### config.mk
export PLATFORM = sky130hd
export DESIGN_NAME = ifetch_stage
export DESIGN_NICKNAME = d
export VERILOG_FILES = /design/src/rtl/ifetch_stage.sv
export SDC_FILE = /design/constraint.sdc
export NUM_CORES = 1
export LEC_CHECK = 0
export CAP_MARGIN = 15
export CORE_AREA = 2 2 109 111
export CTS_BUF_LIST = sky130_fd_sc_hd__clkbuf_2
export CTS_CLUSTER_DIAMETER = 50
export CTS_CLUSTER_SIZE = 10
export DETAILED_ROUTE_END_ITERATION = 7
export DIE_AREA = 0 0 111 113
export PLACE_DENSITY = 0.88
export SETUP_SLACK_MARGIN = 0.05
export SLEW_MARGIN = 0
export SYNTH_ARGS = -nofsm -noshare
export SYNTH_HDL_FRONTEND = slang
export SYNTH_SLANG_ARGS = --single-unit
### constraint.sdc
create_clock -name clk -period 5.1 [get_ports clk]
set_clock_uncertainty 0.1 [all_clocks]
set_input_delay 1.02 -clock clk [delete_from_list [all_inputs] [get_ports clk]]
set_output_delay 1.02 -clock clk [all_outputs]
set_load 0.01 [all_outputs]
### src/rtl/ifetch_stage.sv
// DLX instruction fetch: PC, in-order variable-latency imem port, small output buffer, redirect kill.
// Optional macro IFETCH_PREFETCH_EN widens the fetch window from one word to two.
module ifetch_stage #(
    parameter logic [0:31] RESET_PC = 32'h0000_0000
) (
    input  logic        clk,
    input  logic        reset,
    output logic        imem_req,
    output logic [0:31] imem_addr,
    input  logic        imem_gnt,
    input  logic        imem_rvalid,
    input  logic [0:31] imem_rdata,
    input  logic        redirect,
    input  logic [0:31] redirect_pc,
    output logic        inst_valid,
    input  logic        inst_ready,
    output logic [0:31] instruction,
    output logic [0:31] inst_pc,
    output logic [1:0]  dbg_outstanding,
    output logic [1:0]  dbg_kill_cnt,
    output logic [1:0]  dbg_buf_count
);

`ifdef IFETCH_PREFETCH_EN
    localparam int CAP = 2;
`else
    localparam int CAP = 1;
`endif
    localparam logic [2:0] CAP_W = 3'(CAP);

    logic        run_q, run_d;
    logic [0:31] fetch_pc_q, fetch_pc_d;
    logic [1:0]  outstanding_q, outstanding_d;
    logic [1:0]  kill_cnt_q, kill_cnt_d;
    logic [1:0]  buf_count_q, buf_count_d;
    logic [0:31] buf_word_q [CAP];
    logic [0:31] buf_word_d [CAP];
    logic [0:31] buf_pc_q   [CAP];
    logic [0:31] buf_pc_d   [CAP];
    logic [0:31] pcq_q      [CAP];
    logic [0:31] pcq_d      [CAP];

    logic        grant;
    logic        resp;
    logic        keep;
    logic        pop;
    logic [1:0]  pcq_wr_idx;
    logic [1:0]  buf_wr_idx;
    logic [2:0]  occupancy;

    // run_q holds the request off until the first edge after reset release.
    assign occupancy  = {1'b0, outstanding_q} + {1'b0, buf_count_q};
    assign imem_req   = run_q && (occupancy < CAP_W);
    assign imem_addr  = fetch_pc_q;
    assign grant      = imem_req && imem_gnt;
    assign resp       = imem_rvalid && (outstanding_q != 2'd0);
    assign keep       = resp && (kill_cnt_q == 2'd0);
    assign inst_valid = (buf_count_q != 2'd0);
    assign pop        = inst_valid && inst_ready;
    assign pcq_wr_idx = outstanding_q - {1'b0, resp};
    assign buf_wr_idx = buf_count_q - {1'b0, pop};

    assign instruction     = buf_word_q[0];
    assign inst_pc         = buf_pc_q[0];
    assign dbg_outstanding = outstanding_q;
    assign dbg_kill_cnt    = kill_cnt_q;
    assign dbg_buf_count   = buf_count_q;

    always_comb begin
        run_d         = 1'b1;
        fetch_pc_d    = grant ? fetch_pc_q + 32'd4 : fetch_pc_q;
        outstanding_d = outstanding_q + {1'b0, grant} - {1'b0, resp};
        kill_cnt_d    = kill_cnt_q;
        buf_count_d   = buf_count_q + {1'b0, keep} - {1'b0, pop};
        pcq_d         = pcq_q;
        buf_word_d    = buf_word_q;
        buf_pc_d      = buf_pc_q;

        // Both queues keep their oldest entry at index 0; shift on removal, then append.
        if (resp) begin
            for (int i = 0; i < CAP - 1; i++) begin
                pcq_d[i] = pcq_q[i + 1];
            end
        end
        if (pop) begin
            for (int i = 0; i < CAP - 1; i++) begin
                buf_word_d[i] = buf_word_q[i + 1];
                buf_pc_d[i]   = buf_pc_q[i + 1];
            end
        end
        for (int i = 0; i < CAP; i++) begin
            if (grant && (pcq_wr_idx == 2'(i))) begin
                pcq_d[i] = fetch_pc_q;
            end
            if (keep && (buf_wr_idx == 2'(i))) begin
                buf_word_d[i] = imem_rdata;
                buf_pc_d[i]   = pcq_q[0];
            end
        end

        if (resp && (kill_cnt_q != 2'd0)) begin
            kill_cnt_d = kill_cnt_q - 2'd1;
        end

        // Every response still owed after this edge belongs to the old stream.
        if (redirect) begin
            fetch_pc_d  = redirect_pc;
            buf_count_d = 2'd0;
            kill_cnt_d  = outstanding_d;
        end
    end

    always_ff @(posedge clk or negedge reset) begin
        if (!reset) begin
            run_q         <= 1'b0;
            fetch_pc_q    <= RESET_PC;
            outstanding_q <= 2'd0;
            kill_cnt_q    <= 2'd0;
            buf_count_q   <= 2'd0;
            for (int i = 0; i < CAP; i++) begin
                buf_word_q[i] <= '0;
                buf_pc_q[i]   <= '0;
                pcq_q[i]      <= '0;
            end
        end else begin
            run_q         <= run_d;
            fetch_pc_q    <= fetch_pc_d;
            outstanding_q <= outstanding_d;
            kill_cnt_q    <= kill_cnt_d;
            buf_count_q   <= buf_count_d;
            for (int i = 0; i < CAP; i++) begin
                buf_word_q[i] <= buf_word_d[i];
                buf_pc_q[i]   <= buf_pc_d[i];
                pcq_q[i]      <= pcq_d[i];
            end
        end
    end

endmodule
==> impl_metrics.yaml, run 1 <==
clocking:
  cts-root-buf: "clkbuf_2"
  cts_hold_buf: 0
  cts_sinks: 135
  path_clk_slew_ps: 170
  numCtsBuffers: 17
  post-cts-setup-buffers: 0
  cts_tree: "built"
  htree_num_levels: 4
  post_cts_resize_count: 0
  insertion_delay_ps: 710
  cts_buffer_depth: 2
route:
  routedWlPerCell_um: 17.8
  dr.pass1.iters: 5
  drc: 0
  wl_um: 14100
  num_vias: 4386
  drt_iter0_drc: 257
  postRouteAntennaNets: 0
  drt-vias-per-instance: 5.54
power:
  vdd_drop_max_v: 0.000346
  power.density_nw_per_um2: 515
  power_uw: 4130
  p_leak_uw: 0.00336
sta:
  timing.final.hold_violations: 0
  setup_viol: 0
  fmax_mhz: 243
  min_period_ps: 4120
  setup_tns_ps: 0
  slew_headroom_pct: 38.7
  min_period_over_period_pct: 80.8
  worst_pin_slew_ps: 919
  rsz0062_at_grt: "false"
  slew_violations: 0
finish:
  drive_gt1_share_pct: 22.4
  areaGrowthSynthToFinish_pct: 34.9
  layout_common_cells: "clkdlybuf4s50_1 (172), dfrtp_1 (135), mux2_2 (99)"
  mostFrequentLayoutCell: "clkdlybuf4s50_1"
  nets: 715
placement:
  port_buffers: 173
  dp_hpwl_um: 10100
  gp_congestion: 0.799
floorplanning:
  num_io_pins: 174
  die_w_um: 111
  initial_core_util_pct: 52.7
  die-area_sq_um: 12500
  rows: 39
  core_area_sq_um: 11300
  die_y_um: 113
yosys:
  ys_seq_elements: 135
  synth_area_leaders: "dfrtp_1 (57%), mux2_2 (19%), a31oi_1 (1.9%)"
  synth_edf_count: 0
  ys_warn_count: 0
  post-synth-top-area-cell: "dfrtp_1"
  async_flop_share_pct: 100
  synth.top_cell.area_share_pct: 56.8
  synth_seq_area_share_pct: 56.8
  syn_area_sq_um: 5940
  postSynthCellCount: 462
  synth-main-ff-cell: "dfrtp_1"
  synth_fp_nets: 542
  avgSynthCellArea_sq_um: 12.9
  ys_types: 45
hold_path:
  hold_path_class: "input pin to async pin"
global_route:
  grt_pass1_wl_um: 23500
  grt_pass1_vias: 4611
  track_usage_pct: 23.7
  grt.overflow.total: 0
  grt_antenna_before_repair: 1
  grt_max_degree: 89
worst_setup_path:
  crit_slowest_cell: "clkdlybuf4s50_1"
  critPathTopFamily: "buffers and inverters"
  critPathKind: "register to output pin"
  end_kind: "output pin"
  cp_max_fo: 15
  path_cells: "ha_1 -> inv_1 -> fa_1 -> and4b_1 -> clkdlybuf4s50_1"
  startpoint_type: "register"
  r2r_slack_ps: 1510
  cp.arrival_ps: 3000
  rr_startpoint: "dbg_outstanding[0]"
  rr_endpoint: "pcq_q[2]"
  cp_num_buf_inv: 2
  r2r_cells: 8
  critPathRequiredTime_ps: 3980
  max_stage_delay_ps: 670
run_status:
  outcome: "complete, no violations"
run:
  cap_violations: 0
[worst max-delay path by stage]
stage / startpoint / endpoint / slack [ps] / depth (start not counted)
6_report: dbg_outstanding[0] / imem_req / 980 / 5
5_1_grt: dbg_outstanding[0] / imem_req / 770 / 5
4_1_cts: dbg_outstanding[0] / imem_req / 880 / 5
3_5_place_dp: dbg_outstanding[0] / pcq_q[12] / 1500 / 8
3_3_place_gp: inst_ready / instruction[23] / 1580 / 6
2_1_floorplan: dbg_outstanding[0] / imem_req / 2280 / 6
[metal layers]
metal	vias to the layer above	part of all wire [%]	routed length [um]	GRT usage (%)
met5	-	0.092	13	0
met4	2	2.0	279	10.3
met3	26	5.6	795	5.89
met2	127	50	7110	38.9
met1	2188	42	5940	30.3
li1	2043	-	-	-
[synthesized netlist by cell type (all sizes together) (2+ instances only)]
cell type and number:
dfrtp 135, mux2 100, nand2 20, nor2 20
a31oi 18, or4 16, nand3 15, o21ai 15
nand4 14, o31ai 13, inv 12, buf 11
clkbuf 11, ha 9, xnor2 7, xor2 7
and3 5, and4 5, nor2b 5, or3 5
and2 3, mux2i 3, or4b 2
[stage by stage]
step / hold slack, ps / setup slack [ps] / instance area [sq um] / cells / util [%]
after floorplan: 354 / 2280 / 5940 / 462 / -
after global placement: 379 / 1580 / 7780 / 759 / 69.0
after detailed placement: 381 / 1500 / 7780 / 759 / 69.0
after CTS: 203 / 884 / 8020 / 791 / 71.1
after global routing: 251 / 772 / 8020 / 791 / 71.1
final: 234 / 979 / 8020 / 792 / 71.1
[state kept, by name (all words and copies together), names as in the netlist]
signal and flops:
pcq_q 32, inst_pc 32, dbg_buf_count 2, dbg_kill_cnt 2, dbg_outstanding 2, instruction 32
run_q 1, imem_addr 32
[logic make-up (layout without fill, tap and decap cells)]
| group | after synthesis | count (layout) | synth area share (%) |
|---|---|---|---|
| compound gates | 51 | 51 | 5.49 |
| xor+xnor | 14 | 14 | 2.06 |
| fa+ha+maj | 10 | 10 | 2.23 |
| buf+inv | 35 | 221 | 2.93 |
| flops | 135 | 135 | 56.8 |
| mux | 103 | 103 | 19.4 |
| other cells | 1 | 2 | 0.0631 |
| simple gates | 113 | 113 | 10.9 |
[where the power goes]
part	switching (uW)	total, uW	internal, uW
Clock	378	656	278
Sequential	267	1760	1490
Combinational	660	1720	1060
[final cells by class]
type / instances / area [sq um]
antenna: 1 / 2.50
inverter: 12 / 45.0
multi-input combinational: 292 / 2410
tap: 143 / 179
clock inverter: 10 / 129
timing repair buffer: 177 / 1760
fill: 799 / 3250
sequential: 135 / 3380
clock buffer: 22 / 110
Note: power is estimated with default switching activity, not from simulation.
==> run 2: changes to the inputs <==
Settings changed: CORE_AREA 2 2 109 111 to 2 2 114 116, DIE_AREA 0 0 111 113 to 0 0 116 118, PLACE_DENSITY 0.88 to 0.82.
Clock period 5.1 ns to 3.96 ns, I/O delays scaled along.
==> run 2 against run 1 <==
Sequential cell count unchanged. Critical endpoint unchanged. Die area up 9.1%. Global-route usage down 1.5 points.
==> impl_metrics.yaml, run 2 (synthesis gave the netlist of run 1 again) <==
run_status:
  outcome: "complete, no violations"
clocking:
  numCtsBuffers: 17
  htree_num_levels: 4
  path_clk_slew_ps: 180
  cts_sinks: 135
  cts_buffer_depth: 2
  cts-root-buf: "clkbuf_2"
  insertion_delay_ps: 680
  cts_tree: "built"
placement:
  port_buffers: 173
  placed_cell_area_sq_um: 7840
  dp_slack_ps: 572
  gp_congestion: 0.791
  dp_hpwl_um: 10300
worst_setup_path:
  startpoint_type: "register"
  critPathRequiredTime_ps: 3070
  critPathLaunch: "dbg_buf_count[0]"
  cp.arrival_ps: 2850
  rr_startpoint: "dbg_buf_count[0]"
  critPathKind: "register to output pin"
  cp_max_fo: 7
  end_kind: "output pin"
route:
  num_vias: 4416
  drc: 0
  routedWlPerCell_um: 17.4
  postRouteAntennaNets: 0
  drt_iter0_drc: 269
  drt-vias-per-instance: 5.33
  wl_um: 14400
  dr.pass1.iters: 4
sta:
  slew_headroom_pct: 29.3
  fmax_mhz: 267
  setup_viol: 0
  min_period_over_period_pct: 94.6
  timing.final.hold_violations: 0
  worst_pin_slew_ps: 1060
  setup_tns_ps: 0
  min_period_ps: 3740
  rsz0062_at_grt: "false"
  fin_ws_ps: 215
  slew_violations: 0
run:
  cap_violations: 0
power:
  vdd_drop_max_v: 0.000364
  p_leak_uw: 0.00340
  power.density_nw_per_um2: 659
hold_path:
  hold_path_class: "input pin to async pin"
finish:
  drive_gt1_share_pct: 23.8
  nets: 722
  stdcell_area_sq_um: 8110
  areaGrowthSynthToFinish_pct: 36.4
  layout_common_cells: "clkdlybuf4s50_1 (172), dfrtp_1 (133), mux2_2 (99)"
  final_util_pct: 65.3
  mostFrequentLayoutCell: "clkdlybuf4s50_1"
global_route:
  grt_pass1_wl_um: 23400
  grt_max_degree: 121
  grt_pass1_vias: 4660
  grt_antenna_before_repair: 1
  grt.overflow.total: 0
  track_usage_pct: 22.1
floorplanning:
  num_io_pins: 174
  rows: 41
  core_area_sq_um: 12400
  die_w_um: 116
  die-area_sq_um: 13700
  die_y_um: 118
  initial_core_util_pct: 47.9
-- run 2: cell count changes in the layout (fill, tap and decap cells not counted), moves of 2 or more --
cell | before | now
buf_4 | 4 | 11
clkinv_2 | 3 | 5
dfrtp_1 | 135 | 133
dfrtp_2 | 0 | 2
-- run 2: per-layer routing --
metal | wire, um | GRT usage [%] | part of all wire, % | vias up
met5 | 0 | 0 | 0 | -
met4 | 217 | 9.08 | 1.5 | 0
met3 | 732 | 5.36 | 5.1 | 16
met2 | 7700 | 38.1 | 53 | 123
met1 | 5790 | 26.3 | 40 | 2224
li1 | - | - | - | 2053
-- run 2: through the flow --
step	total power, uW	hold WS, ps	instances
finish	5350	127	828
global route	5690	158	828
CTS	5380	123	823
detailed placement	4540	392	791
global placement	4420	368	791
floorplan	3370	354	462
-- run 2: area by class of cell --
class / count / area [sq um]
antenna: 1 / 2.50
clock buffer: 22 / 110
clock inverter: 10 / 128
fill: 1013 / 4310
inverter: 12 / 45.0
multi-input combinational: 292 / 2410
sequential: 135 / 3380
tap: 172 / 215
timing repair buffer: 184 / 1820
-- run 2: power breakdown --
part / switching, uW / internal [uW] / leakage (uW)
combinational: 859 / 1400 / 0.00162
sequential: 333 / 1920 / 0.00162
clock: 474 / 360 / 0.000159
-- run 2: path summary, 6_finish.rpt --
kind	cells past startpoint	slack [ps]	end
setup reg to reg	12	930	dbg_kill_cnt[1]
setup / recovery	6	220	imem_req
hold reg to reg	1	420	pcq_q[3]
hold / removal	1	130	instruction[18]
min in group clk	1	420	pcq_q[3]
max in group asynchronous	2	2790	dbg_outstanding[0]
-- run 2: critical path, stage by stage (launching register included) --
cell	delay [ps]
dfrtp_1	420
ha_1	170
inv_1	50
fa_1	470
and4b_2	320
buf_4	180
clkdlybuf4s50_1	560
-- run 2: timing repair --
action | 4_1_cts | 5_1_grt
endpoints found under the setup margin | 1 | 1
hold buffers | 0 | 0
buffers inserted | 0 | 4
gates resized for setup | 2 | 1
==> run 3: changes to the inputs <==
Settings changed: CELL_PAD_IN_SITES_DETAIL_PLACEMENT set to 1, CELL_PAD_IN_SITES_GLOBAL_PLACEMENT set to 1, CORE_AREA 2 2 114 116 to 2 2 127 129, DIE_AREA 0 0 116 118 to 0 0 129 131, PLACE_DENSITY 0.82 to not set, PLACE_DENSITY_LB_ADDON set to 0.1.
==> run 3 against run 2 <==
Non-clock buffer count shrank 2. Combinational power is essentially flat. Final cell count grew 5.1%. Die area grew 23%. Count of clock-buffer cells in the layout is the same. Critical endpoint unchanged. Highest routed layer unchanged. Sequential power is essentially flat. Final area grew 0.32%. Global-route usage shrank 3.2 points. Maximum frequency grew 1.9%. Via count shrank 0.27%.
==> impl_metrics.yaml, run 3 (synthesis gave the netlist of run 1 again) <==
worst_setup_path:
  critPathTopFamily: "buffers and inverters"
  path_cells: "ha_1 -> inv_1 -> fa_1 -> and4b_1 -> clkdlybuf4s50_1"
  crit_slowest_cell: "clkdlybuf4s50_1"
  path_depth: 5
  critPathLaunch: "dbg_outstanding[0]"
  max_stage_delay_ps: 600
  rr_startpoint: "dbg_outstanding[0]"
  critPathKind: "register to output pin"
  r2r_slack_ps: 900
  rr_endpoint: "imem_addr[7]"
  cp.arrival_ps: 2780
  cp_max_fo: 5
  r2r_cells: 8
  cp_num_buf_inv: 2
  startpoint_type: "register"
  critPathRequiredTime_ps: 3070
  endpoint: "imem_req"
  end_kind: "output pin"
global_route:
  track_usage_pct: 18.9
  grt_max_degree: 104
  grt.overflow.total: 0
  grt_pass1_vias: 4667
  grt_pass1_wl_um: 24400
  grt_antenna_before_repair: 1
route:
  wl_um: 15400
  drt-vias-per-instance: 5.06
  num_vias: 4404
  dr.pass1.iters: 4
  routedWlPerCell_um: 17.7
  drt_iter0_drc: 87
  postRouteAntennaNets: 0
  drc: 0
sta:
  slew_violations: 0
  rsz0062_at_grt: "false"
  slew_headroom_pct: 35.2
  setup_tns_ps: 0
  setup_viol: 0
  min_period_ps: 3680
  timing.final.hold_violations: 0
  min_period_over_period_pct: 92.8
  fmax_mhz: 272
  worst_pin_slew_ps: 973
clocking:
  post_cts_resize_count: 0
  cts_sinks: 135
  post-cts-setup-buffers: 0
  numCtsBuffers: 17
  cts_buffer_depth: 2
  cts_hold_buf: 0
  cts-root-buf: "clkbuf_2"
  cts_tree: "built"
  htree_num_levels: 4
  insertion_delay_ps: 690
  path_clk_slew_ps: 200
placement:
  dp_cells: 837
  dp_hpwl_um: 11200
  gp_congestion: 0.735
  port_buffers: 173
floorplanning:
  die-area_sq_um: 16900
  num_io_pins: 174
  die_w_um: 129
  initial_core_util_pct: 38.1
  die_y_um: 131
  core_area_sq_um: 15600
  rows: 46
finish:
  nets: 720
  final_cells: 870
  mostFrequentLayoutCell: "clkdlybuf4s50_1"
  drive_gt1_share_pct: 22.7
  areaGrowthSynthToFinish_pct: 36.9
  layout_common_cells: "clkdlybuf4s50_1 (172), dfrtp_1 (135), mux2_2 (99)"
run_status:
  outcome: "complete, no violations"
hold_path:
  hold_path_class: "input pin to async pin"
power:
  p_leak_uw: 0.00338
  power.density_nw_per_um2: 648
  vdd_drop_max_v: 0.000243
run:
  cap_violations: 0
[run 3: cell count changes in the layout (fill, tap and decap cells not counted), sizes merged]
cell and delta:
bufinv -1, inv -1, clkinv +1, buf -2, clkinvlp +1
[run 3: worst register-to-register path, cell delays in order, from the launching register on]
cell	delay, ps
dfrtp_1	480
ha_1	180
inv_1	50
fa_1	470
and4b_1	320
buf_4	220
nand4_1	340
or4_2	660
a31oi_1	170
[run 3: through the flow]
stage / setup slack, ps / instance area (sq um) / utilization [%] / hold WS, ps / power [uW]
finish: 285 / 8140 / 52.2 / 46.2 / 5270
global route: 93.3 / 8140 / 52.2 / 78.3 / 5650
CTS: 180 / 8130 / 52.1 / 50.3 / 5370
detailed placement: 822 / 7920 / 50.8 / 392 / 4570
global placement: 896 / 7920 / 50.8 / 372 / 4460
floorplan: 1210 / 5940 / - / 354 / 3370
[run 3: cell type report]
type | count | area, sq um
diodes | 1 | 2.50
clock buffers | 22 | 110
clock inverters | 10 | 105
fillers | 1628 | 7460
inverters | 12 | 45.0
multi-input cells | 292 | 2410
flip-flops and latches | 135 | 3380
well taps | 216 | 270
repair buffers | 182 | 1810
[run 3: how the worst min path moves through the flow]
stage	endpoint	cells after the start
final	pcq_q[23]	1
after global routing	pcq_q[23]	1
after CTS	pcq_q[23]	1
after detailed placement	instruction[31]	1
after global placement	pcq_q[3]	1
after floorplan	pcq_q[3]	1
[run 3: metal layers]
metal / wire, um / vias to the layer above / track usage (%)
met5: 0 / - / 0
met4: 201 / 0 / 6.71
met3: 717 / 17 / 4.15
met2: 7630 / 111 / 32.5
met1: 6840 / 2230 / 23.7
li1: - / 2046 / -
[run 3: where the power goes]
group	switching [uW]	internal (uW)
clock network	482	294
logic	860	1380
registers	338	1920
total	1680	3590
==> variant 1, RTL diff (config.mk and constraints of run 3) <==
Register the output `dbg_outstanding` once more, cleared by the reset; this adds one clock of latency there. The other outputs are not delayed to match.
--- a/src/rtl/ifetch_stage.sv
+++ b/src/rtl/ifetch_stage.sv
@@ -62,7 +62,13 @@
 
     assign instruction     = buf_word_q[0];
     assign inst_pc         = buf_pc_q[0];
-    assign dbg_outstanding = outstanding_q;
+    always_ff @(posedge clk or negedge reset) begin
+        if (!reset) begin
+            dbg_outstanding <= '0;
+        end else begin
+            dbg_outstanding <= outstanding_q;
+        end
+    end
     assign dbg_kill_cnt    = kill_cnt_q;
     assign dbg_buf_count   = buf_count_q;
 
Check against the original RTL: not equivalent (Yosys sat finds a counterexample within 4 cycles, from zero or initial values and one cycle with reset low).
==> variant 1 against run 3 <==
- power decreased by 0.34%
- non-clock buffer count is 2 higher
- die area unchanged
- via count down 0.11%
- final cell count grew 0.69%
- routed wire length up 0.90%
- synthesized area barely moved
- sequential cell count increased by 2
- design area stayed put
- setup slack better by 0.32 ns
==> variant 1: results (changes against run 3) <==
metric	value	unit	change
status	finished, final reports clean		
synth_seq_area_share	0.576		+0.00793
min_period	3.36	ns	-0.318 ns
hold_ws	0.387	ns	+0.341 ns
dpl_cell_area	0.00795	mm^2	+0.43%
crit_fanout	13		+8
clkTransAtPathRegs	0.17	ns	-0.03 ns
vias	4399		-0.11%
gp_congestion	0.730		-0.68%
grt_max_degree	92		-12%
r2r-end	dbg_kill_cnt[1]		
p_leak	3.40	nW	+0.63%
gr-usage-all-layers	0.190		+0.00100
timing.rr.start	outstanding_q[0]		
syn_area_per_cell	12.7	um^2	-1.6%
critical-path-top-delay-family	adder cells		
peakVddDrop	0.000319	V	+31%
p_seq_frac	0.434		+0.006
grt_pass1_wl	24.4	mm	about the same
cp_slowest_cell	fa_1		
synth_fp_nets	550		+1.5%
final_cell_count_no_fill	876		+0.69%
r2r_cells	13		+5
critPathMaxStageDelay	0.48	ns	-0.12 ns
wl_per_cell	17.7	um	+0.21%
synthTopCellsByCount	dfrtp_1, mux2_2, nand2_1		
hold_path.class	flop to flop		
yosysUniqueCellTypes	40		-11%
placedCellCount	845		+0.96%
p_sw	0.00168	W	+0.23%
place_ws	0.770	ns	-0.0518 ns
drt_iter0_markers	166		+91%
grt_pass1_vias	4736		+1.5%
## variant 1: changes by cell type after synthesis, moves of 5 or more
cell             run 3  this run
clkbuf_1             8        17
buf_2               11         4
xnor2_1              7        14
a31oi_1             18        13
nand4_1             13         7
nor4_1               0         6
nor3_1               0         7
## variant 1: kinds of logic after synthesis
group / share of synthesized area
fa+ha+maj: 0.0223
compound gates: 0.0555
buf+inv: 0.0267
other cells: 0.000630
flops: 0.576
xor+xnor: 0.0250
mux: 0.191
simple gates: 0.103
## variant 1: final cells by class
cell class                      instances  area, um^2
Antenna cell                            1        2.50
Clock buffer                           21         105
Clock inverter                          7        56.3
Fill cell                            1663        7460
Inverter                               16        60.1
Multi-Input combinational cell        294        2380
Sequential cell                       137        3430
Tap cell                              216         270
Timing Repair Buffer                  184        1830
## variant 1: layer usage
metal	wire, um	track usage	share of wire	vias up
met5	0	0	0	-
met2	7770	0.318	0.50	110
li1	-	-	-	2049
met3	885	0.0574	0.057	23
met4	275	0.0710	0.018	0
met1	6600	0.233	0.43	2217
==> variant 2, RTL diff (config.mk and constraints of run 3) <==
Made on the original files. Add a define of `IFETCH_PREFETCH_EN`.
--- a/src/rtl/ifetch_stage.sv
+++ b/src/rtl/ifetch_stage.sv
@@ -1,5 +1,7 @@
 // DLX instruction fetch: PC, in-order variable-latency imem port, small output buffer, redirect kill.
 // Optional macro IFETCH_PREFETCH_EN widens the fetch window from one word to two.
+`define IFETCH_PREFETCH_EN
+
 module ifetch_stage #(
     parameter logic [0:31] RESET_PC = 32'h0000_0000
 ) (
Formal check against the unedited RTL: not equivalent (a bounded check fails within 4 cycles, from zero or initial values and one cycle with reset low).
==> variant 2 against run 3 <==
- the flow now stops in 3_3_place_gp
- synthesized area rose by 80%
- synthesized cell count rose by 110%
==> variant 2: results (changes against run 3) <==
metric	value	unit	change
ys_ff_latch	231		+71%
syn_inst	978		+110%
synth_area_leaders	dfrtp_1, mux2_2, mux2i_1, buf_4, nor2_1		
yosysUniqueCellTypes	43		-4.4%
synthXorXnorAreaFrac	0.0123		-0.00832
status	aborted with a tool error		
stop_stage	3_3_place_gp		
synth-compound-area-share	0.0815		+0.0265
syn_area_per_cell	10.9	um^2	-15%
synthAdderAreaFrac	0.0113		-0.0111
synth.area.mux_share	0.165		-0.0291
io_buffer_count	173		unchanged
yosys_warnings	0		unchanged
firstError	[ERROR FLW-0024] Place density exceeds 1.0 (current PLACE_DENSITY_LB_ADDON =  0.1). Please check if the value of  PLACE_DENSITY_LB_ADDON is between 0 and 0.99.		
async_reset_ff_frac	1.00		unchanged
synth_seq_area_share	0.542		-0.0267
synth_fp_nets	1057		+95%
synthTopCellsByCount	dfrtp_1, nor2_1, mux2_2		
variant 2: cell types whose count changed after synthesis, moves of 8 or more:
cell	change
a21oi_1	+66
a31oi_1	+31
buf_2	+8
buf_4	+64
clkbuf_1	+26
dfrtp_1	+96
mux2i_1	+62
nand2_1	+67
nor2_1	+100
variant 2: cell families after synthesis:
logic type / count (synthesis)
adders and majority gates: 9
muxes: 164
DFF: 231
and+or+nand+nor: 272
buffers and inverters: 136
xor gates and xnor gates: 15
AOI/OAI and AO/OA: 150
other: 1
